$ cat config.mk
export PLATFORM = sky130hd
export DESIGN_NAME = pwr_btn_seq_flat
export DESIGN_NICKNAME = d
export VERILOG_FILES = /design/src/rtl/pwr_btn_pkg.sv /design/src/rtl/pwr_btn_seq_if.sv /design/src/rtl/pwr_btn_tick_timer.sv /design/src/rtl/pwr_btn_seq.sv /design/src/flat_wrapper.sv
export SDC_FILE = /design/constraint.sdc
export NUM_CORES = 1
export LEC_CHECK = 0
export BUFFER_PORTS_ARGS = -buffer_cell sky130_fd_sc_hd__buf_2
export CAP_MARGIN = 20
export CORE_ASPECT_RATIO = 1.2
export CORE_UTILIZATION = 40
export CTS_CLUSTER_DIAMETER = 50
export CTS_CLUSTER_SIZE = 24
export DETAILED_ROUTE_END_ITERATION = 10
export SETUP_SLACK_MARGIN = 0.5
export SYNTH_ARGS = -nofsm -noshare
export SYNTH_HDL_FRONTEND = slang
export SYNTH_SLANG_ARGS = --single-unit
export TNS_END_PERCENT = 100
$ cat constraint.sdc
create_clock -name SlowClock -period 2.28 [get_ports SlowClock]
set_input_delay 0.228 -clock SlowClock [delete_from_list [all_inputs] [get_ports SlowClock]]
set_output_delay 0.228 -clock SlowClock [all_outputs]
set_load 0.05 [all_outputs]
$ cat src/rtl/pwr_btn_pkg.sv
// Power-button sequencer shared definitions: one-hot state encoding,
// tick counter width and default tick counts. Optional feature macro: PWRBTN_WDT_EN.
package pwr_btn_pkg;

   localparam int CNT_W = 8;
   typedef logic [CNT_W-1:0] cnt_t;

   localparam int DEF_PULSE_TICKS   = 2;
   localparam int DEF_HOLDOFF_TICKS = 8;
   localparam int DEF_OVR_MAX_TICKS = 80;

   // One-hot bit positions
   localparam int B_IDLE     = 0;
   localparam int B_ARMED    = 1;
   localparam int B_PULSE    = 2;
   localparam int B_OVERRIDE = 3;
   localparam int B_HOLDOFF  = 4;
   localparam int B_FAULT    = 5;

   localparam logic [5:0] S_IDLE     = 6'b000001;
   localparam logic [5:0] S_ARMED    = 6'b000010;
   localparam logic [5:0] S_PULSE    = 6'b000100;
   localparam logic [5:0] S_OVERRIDE = 6'b001000;
   localparam logic [5:0] S_HOLDOFF  = 6'b010000;
   localparam logic [5:0] S_FAULT    = 6'b100000;

endpackage

$ cat src/rtl/pwr_btn_seq_if.sv
// Button-event inputs and PCH-side outputs of the power-button sequencer.
// slave: sequencer side (events in, PwrBtnN/ForceOff/Busy/BtnFault out); master: driver side.
interface pwr_btn_seq_if;

   logic Strobe125ms;
   logic BtnInterrupt;
   logic BtnLongN;
   logic BtnRelease;
   logic PwrBtnN;
   logic ForceOff;
   logic Busy;
   logic BtnFault;

   modport master (
      output Strobe125ms, BtnInterrupt, BtnLongN, BtnRelease,
      input  PwrBtnN, ForceOff, Busy, BtnFault
   );

   modport slave (
      input  Strobe125ms, BtnInterrupt, BtnLongN, BtnRelease,
      output PwrBtnN, ForceOff, Busy, BtnFault
   );

endinterface

$ cat src/rtl/pwr_btn_tick_timer.sv
// 8-bit loadable down-counter of 125 ms ticks; saturates at 0.
// Ports: clk_i, rst_ni, load_i, load_val_i, tick_i in; expire_o out (count==1 and tick).
module pwr_btn_tick_timer
   import pwr_btn_pkg::*;
(
   input  logic clk_i,
   input  logic rst_ni,
   input  logic load_i,
   input  cnt_t load_val_i,
   input  logic tick_i,
   output logic expire_o
);

   cnt_t cnt_q, cnt_d;

   // Load wins over a same-cycle tick, so the entry-cycle strobe is not counted
   always_comb begin
      cnt_d = cnt_q;
      if (load_i)
         cnt_d = load_val_i;
      else if (tick_i && cnt_q != '0)
         cnt_d = cnt_q - cnt_t'(1);
   end

   always_ff @(posedge clk_i or negedge rst_ni) begin
      if (!rst_ni)
         cnt_q <= '0;
      else
         cnt_q <= cnt_d;
   end

   assign expire_o = tick_i && (cnt_q == cnt_t'(1));

endmodule

$ cat src/rtl/pwr_btn_seq.sv
// Power-button sequencer: turns debounced press/long-press/release events into
// PCH power-button pulse, forced-off override and post-action holdoff.
// Ports: SlowClock, MainReset (async, active-low), bus (pwr_btn_seq_if.slave).
// Optional macro PWRBTN_WDT_EN adds a stuck-button limit in OVERRIDE and the FAULT state.
module pwr_btn_seq
   import pwr_btn_pkg::*;
#(
   parameter int PULSE_TICKS   = DEF_PULSE_TICKS,
   parameter int HOLDOFF_TICKS = DEF_HOLDOFF_TICKS,
   parameter int OVR_MAX_TICKS = DEF_OVR_MAX_TICKS
) (
   input  logic          SlowClock,
   input  logic          MainReset,
   pwr_btn_seq_if.slave  bus
);

   logic [5:0] state_q, state_d;
   logic       pwr_btn_n_q, force_off_q, busy_q;
   logic       expire, tick, load;
   cnt_t       load_val;

   // Next state
   always_comb begin
      state_d = state_q;
      unique case (1'b1)
         state_q[B_IDLE]:
            if (bus.BtnInterrupt) state_d = S_ARMED;
         state_q[B_ARMED]:
            if (!bus.BtnLongN)      state_d = S_OVERRIDE;
            else if (bus.BtnRelease) state_d = S_PULSE;
         state_q[B_PULSE]:
            if (expire) state_d = S_HOLDOFF;
         state_q[B_OVERRIDE]: begin
            if (bus.BtnRelease) state_d = S_HOLDOFF;
`ifdef PWRBTN_WDT_EN
            else if (expire)    state_d = S_FAULT;
`endif
         end
         state_q[B_HOLDOFF]:
            if (expire) state_d = S_IDLE;
`ifdef PWRBTN_WDT_EN
         state_q[B_FAULT]:
            if (bus.BtnRelease) state_d = S_HOLDOFF;
`endif
         default: state_d = S_IDLE;
      endcase
   end

   // Per-state tick budget, loaded on every state entry.
   // Without the watchdog the OVERRIDE value is held but never counted.
   always_comb begin
      load_val = '0;
      unique case (1'b1)
         state_d[B_PULSE]:    load_val = cnt_t'(PULSE_TICKS);
         state_d[B_OVERRIDE]: load_val = cnt_t'(OVR_MAX_TICKS);
         state_d[B_HOLDOFF]:  load_val = cnt_t'(HOLDOFF_TICKS);
         default:             load_val = '0;
      endcase
   end

   assign load = (state_d != state_q);

`ifdef PWRBTN_WDT_EN
   assign tick = bus.Strobe125ms;
`else
   assign tick = bus.Strobe125ms & ~state_q[B_OVERRIDE];
`endif

   pwr_btn_tick_timer u_timer (
      .clk_i      (SlowClock),
      .rst_ni     (MainReset),
      .load_i     (load),
      .load_val_i (load_val),
      .tick_i     (tick),
      .expire_o   (expire)
   );

   // Outputs are registered from the next state so they change on the state edge
   always_ff @(posedge SlowClock or negedge MainReset) begin
      if (!MainReset) begin
         state_q     <= S_IDLE;
         pwr_btn_n_q <= 1'b1;
         force_off_q <= 1'b0;
         busy_q      <= 1'b0;
      end else begin
         state_q     <= state_d;
         pwr_btn_n_q <= ~(state_d[B_PULSE] | state_d[B_OVERRIDE]);
         force_off_q <= state_d[B_OVERRIDE];
         busy_q      <= ~state_d[B_IDLE];
      end
   end

`ifdef PWRBTN_WDT_EN
   logic fault_q;

   always_ff @(posedge SlowClock or negedge MainReset) begin
      if (!MainReset)
         fault_q <= 1'b0;
      else
         fault_q <= state_d[B_FAULT];
   end

   assign bus.BtnFault = fault_q;
`else
   assign bus.BtnFault = 1'b0;
`endif

   assign bus.PwrBtnN  = pwr_btn_n_q;
   assign bus.ForceOff = force_off_q;
   assign bus.Busy     = busy_q;

endmodule

$ cat src/flat_wrapper.sv
// flat-port wrapper written by rule: the top's interface ports become plain ports
module pwr_btn_seq_flat import pwr_btn_pkg::*;
#(
   parameter int PULSE_TICKS   = DEF_PULSE_TICKS,
   parameter int HOLDOFF_TICKS = DEF_HOLDOFF_TICKS,
   parameter int OVR_MAX_TICKS = DEF_OVR_MAX_TICKS
)
  (SlowClock, MainReset, bus_Strobe125ms, bus_BtnInterrupt, bus_BtnLongN, bus_BtnRelease, bus_PwrBtnN, bus_ForceOff, bus_Busy, bus_BtnFault);
  pwr_btn_seq_if bus_i ();
  input  logic SlowClock;
  input  logic MainReset;
  input wire logic [$bits(bus_i.Strobe125ms)-1:0] bus_Strobe125ms;
  input wire logic [$bits(bus_i.BtnInterrupt)-1:0] bus_BtnInterrupt;
  input wire logic [$bits(bus_i.BtnLongN)-1:0] bus_BtnLongN;
  input wire logic [$bits(bus_i.BtnRelease)-1:0] bus_BtnRelease;
  output wire logic [$bits(bus_i.PwrBtnN)-1:0] bus_PwrBtnN;
  output wire logic [$bits(bus_i.ForceOff)-1:0] bus_ForceOff;
  output wire logic [$bits(bus_i.Busy)-1:0] bus_Busy;
  output wire logic [$bits(bus_i.BtnFault)-1:0] bus_BtnFault;
  assign bus_i.Strobe125ms = bus_Strobe125ms;
  assign bus_i.BtnInterrupt = bus_BtnInterrupt;
  assign bus_i.BtnLongN = bus_BtnLongN;
  assign bus_i.BtnRelease = bus_BtnRelease;
  assign bus_PwrBtnN = bus_i.PwrBtnN;
  assign bus_ForceOff = bus_i.ForceOff;
  assign bus_Busy = bus_i.Busy;
  assign bus_BtnFault = bus_i.BtnFault;
  pwr_btn_seq #(.PULSE_TICKS(PULSE_TICKS), .HOLDOFF_TICKS(HOLDOFF_TICKS), .OVR_MAX_TICKS(OVR_MAX_TICKS)) u_core (.SlowClock(SlowClock), .MainReset(MainReset), .bus(bus_i));
endmodule
### Word level (Yosys, flattened, before mapping)

Cells that the tools add are included.

| storage, ports and cells | value |
|---|---|
| flip-flop bits (word level) | 17 |
| input port bits | 6 |
| output and inout port bits | 4 |
| word-level logic and storage cells | 27 |

| cells by class | value |
|---|---|
| $add $sub $neg | 1 |
| equality and inequality tests | 2 |
| mux-type cells | 10 |
| bitwise logic cells | 5 |
| reduce and logical (&&, ||, !) cells | 4 |

Operator list:

| cell | number |
|---|---|
| 6-bit 2-to-1 mux | 6 |
| 6-bit case mux with 5 select lines | 1 |
| 7-bit case mux with 3 select lines | 1 |
| 8-bit 2-to-1 mux | 2 |
| 8-bit by 1-bit equality test with 1-bit output (second input constant) | 1 |
| 8-bit nonzero test | 1 |
| 8-bit by 1-bit subtractor with 8-bit output (second input constant) | 1 |
| 6-bit inequality test | 1 |
| 1-bit inverter | 3 |
| 1-bit logical AND | 2 |
| 2-bit nonzero test | 1 |
| 1-bit AND | 1 |
| 1-bit bitwise OR | 1 |

### Longest topological paths before layout

| logic depth | value |
|---|---|
| depth in word-level cells | 7 |
| mapped depth | 8 |

### Cells and area by module

A second synthesis with hierarchy kept.

| unflattened totals | value |
|---|---|
| cell total of the unflattened synthesis | 115 |
| area total of the unflattened synthesis | 1044.8 sq um |

Modules (own cells, without submodules):

| module | instances | cells an instance | area each (sq um) | seq. area each (sq um) |
|---|---|---|---|---|
| pwr_btn_tick_timer | 1 | 66 | 590.6 | 200.2 |
| pwr_btn_seq | 1 | 49 | 454.2 | 202.7 |

### Worst setup path before layout

Ideal clock, no wire load.

| timing | value |
|---|---|
| path kind | register to register |
| start | register u_core.u_timer.cnt_q[2] |
| end | register u_core.u_timer.cnt_q[1] |
| data arrival time | 2.312 ns |
| setup slack | -0.157 ns |
| cell stages (with the launch flop) | 7 |
| period minus slack after synthesis | 2.437 ns |
| cell sequence | dfrtp_1 or4_4 or4_4 nor3_2 a2bb2oi_2 nand4_4 mux2_4 |

| on the way | value |
|---|---|
| word-level cells in the longest chain between the ends | 6 |
| elaborated cells between the ends (all ways) | 11 |

Ends and longest elaborated chain:

| element | line | source |
|---|---|---|
| start, declared | pwr_btn_tick_timer.sv:14 | `cnt_t cnt_q, cnt_d;` |
| start signal, assigned | pwr_btn_tick_timer.sv:29 | `cnt_q <= cnt_d;` |
| 8-bit by 1-bit equality test with 1-bit output | pwr_btn_tick_timer.sv:32 | `assign expire_o = tick_i && (cnt_q == cnt_t'(1));` |
| 1-bit logical AND | pwr_btn_tick_timer.sv:32 |  |
| 6-bit 2-to-1 mux, on equally long branches | pwr_btn_seq.sv:40, pwr_btn_seq.sv:32 |  |
| 6-bit case mux with 5 select lines | pwr_btn_seq.sv:25 | `unique case (1'b1)` |
| 6-bit inequality test or 7-bit case mux with 3 select lines (tied branches) | pwr_btn_seq.sv:61, pwr_btn_seq.sv:53 |  |
| 8-bit 2-to-1 mux or 2-bit nonzero test (tied branches) | n/a |  |

Parallel ways exist; a longest one is shown, timed or not.
A chain may end at the register's enable or synchronous reset.

### Worst setup path in the final report

| timing | value |
|---|---|
| start | register u_core.u_timer.cnt_q[5] |
| end | register u_core.u_timer.cnt_q[1] |

Same word-level chain as after synthesis.

==> impl_metrics.yaml <==
synth:
  synth_common_cells: "14 x dfrtp_1, 11 x nor2_1, 8 x inv_1, 8 x nand2_1, 7 x a21oi_1"
  yosysSeqAreaShare_pct: 43.2
  synthDistinctLibCells: 31
  netlist_area_sq_um: 932
  synthCells: 96
  synth.area.top_cells: "dfrtp_1 38%, dfstp_2 5.6%, nor2_1 4.4%, mux2i_1 4.3%, ha_1 4.0%"
  synthAdderAreaFrac_pct: 4.03
  synth_top_family_by_area: "simple AND/OR/NAND/NOR gates"
  synth-seq-cells: 16
  synthArstFlopShare_pct: 100
  syn_avg_cell_area_sq_um: 9.71
  yosysTopAreaCell: "dfrtp_1"
  ys.flop_type: "dfrtp_1"
  synth_nets: 105
  synth-xor-area-share_pct: 4.70
  yosysMostFrequentCell: "dfrtp_1"
  yosys_warnings: 0
  synth_top_area_share_pct: 37.6
  synth-compound-area-share_pct: 12.9
  synthMuxAreaShare_pct: 7.52
  synth_edf_count: 0
  synth-simple-area-share_pct: 23.2
power:
  leakagePower_nw: 0.533
  power_density_nw_per_um2: 1390
  finalPower_mw: 1.66
  peakVddDrop_v: 0.000810
global_route:
  grt_max_degree: 17
  grt_pass1_vias: 737
  grt_pass1_wl_um: 3250
  overflow: 0
  antenna_found_initial: 0
  grt_use_total_pct: 19.0
sta:
  period_needed_ps: 2320
  finalHoldViolations: 0
  max_slew_margin_pct: 63.2
  worst_pin_slew_ps: 552
  fin_hold_ws_ps: 224
  fin_crit_sh_pct: 102
  setup_viol: 5
  drv_slew: 0
  fin_ws_ps: -40.5
  rsz0062_at_grt: "true"
  clock.fmax_mhz: 431
  fin_skew_ps: 5.65
clock_tree:
  clk_latency_ps: 280
  cts_buffer_depth: 2
  cts.sinks: 16
  cts_htree_levels: 1
  cts_root_buffer: "clkbuf_4"
  cts_tree: "built"
  cts_buffers: 3
  clkTransAtPathRegs_ps: 90
place:
  place_inst: 140
  pre_cts_slack_ps: -49.4
  gp_congestion: 0.870
  dpl.hpwl_um: 1550
  place.port_buffers: 8
job:
  drv_cap: 0
worst_hold_path:
  hold_class: "primary input to flip-flop"
  hold_depth: 2
cells_and_area:
  drive_gt1_share_pct: 33.9
  instances_no_fill: 148
  nets: 128
  antenna_cells: 0
  syn_to_final_growth_pct: 27.9
drt:
  via_per_inst: 5.25
  ant_nets: 0
  drtPass1Iterations: 4
  drt_iter0_markers: 18
  wirelength_um: 2060
  drcViolationCount: 0
  vias: 777
  avgRoutedWirePerCell_um: 13.9
floorplan:
  pin_count: 10
  die-area_sq_um: 2530
  num_rows: 18
  die_height_um: 54.9
  core_area_sq_um: 2120
  dieWidth_um: 46.1
  initial_core_util_pct: 44.0
critical_path:
  rrSetupSlack_ps: -40
  cp_max_fo: 4
  critPathArrivalTime_ps: 2500
  required_ps: 2460
  startpoint_type: "flip-flop"
  path_class: "flip-flop to flip-flop"
  r2r_cells: 6
  end_kind: "flip-flop"
run_status:
  violations: "negative setup slack"
  outcome: "complete, but fails checks"
-- path summary, 6_finish.rpt --
| path | from | endpoint |
|---|---|---|
| max in group asynchronous | MainReset | u_core.state_q[0] |
| min reg2reg | u_core.state_q[5] | u_core.state_q[5] |
| max reg2reg | u_core.u_timer.cnt_q[5] | u_core.u_timer.cnt_q[1] |
| max | u_core.u_timer.cnt_q[5] | u_core.u_timer.cnt_q[1] |
| min in group asynchronous | MainReset | u_core.u_timer.cnt_q[0] |
| min | bus_BtnRelease | u_core.state_q[1] |
-- stage by stage --
step	utilization (%)	cell area, sq um	setup TNS (ps)
2_1_floorplan	-	938	-2.72
3_3_place_gp	50.1	1060	0
3_5_place_dp	50.1	1060	-114
4_1_cts	54.7	1160	-134
5_1_grt	56.3	1190	-377
6_report	56.3	1190	-165
-- final cells by class --
| class | instances | area (sq um) |
|---|---|---|
| clock buffers | 4 | 36.3 |
| fillers | 198 | 925 |
| inverters | 8 | 30.0 |
| multi-input cells | 71 | 548 |
| flip-flops and latches | 16 | 404 |
| well taps | 30 | 37.5 |
| repair buffers | 19 | 136 |
-- timing repair --
action	4_1_cts	5_1_grt
resized for setup	11	3
endpoints found under the setup margin	13	13
endpoints found under the hold margin	14	0
pin swaps	1	1
hold buffers	1	0
setup buffers	1	2
-- critical path, cell delays in order, from the launching register on --
cell and delay (ps):
dfrtp_1 390, or4_4 540, or4_4 490, nor3_4 140
a2bb2oi_2 190, nand4_4 140, mux2_4 340
-- per-layer routing --
metal / global-route usage (%) / part of all wire [%]
met3: 2.97 / 2.9
met1: 19.8 / 42
met2: 36.2 / 54
met5: 0 / 0
met4: 8.82 / 0.92
-- layout by cell type, fill, tap and decap left out, types with 4 or more instances in the layout --
| cell | count |
|---|---|
| mux2i_1 | 4 |
| nand2_1 | 8 |
| buf_2 | 8 |
| inv_1 | 8 |
| nor2_1 | 8 |
| a21oi_1 | 7 |
| dfrtp_1 | 13 |
| o21ai_0 | 4 |
| buf_4 | 7 |
-- state kept, by name (all words and copies together), names as in the netlist --
signal and count:
u_core.u_timer.cnt_q 8, u_core.bus.Busy 1, u_core.state_q 6, u_core.bus.PwrBtnN 1
-- where the power goes --
part           internal (mW)  switching (mW)  total (mW)  leakage, nW
Combinational          0.457           0.497       0.953        0.319
Sequential             0.406           0.118       0.524        0.193
Clock                 0.0972          0.0851       0.182       0.0210
Total                  0.960           0.700        1.66        0.533
-- cells by family (layout without fill, tap and decap cells) --
group	after synthesis	after routing
muxes	6	6
buffers and inverters	9	31
other	1	1
AOI/OAI and AO/OA	19	19
adders and majority gates	3	3
DFF	16	16
and+or+nand+nor	37	37
xor gates and xnor gates	5	5
No activity file was read; power rests on OpenSTA's default activity.
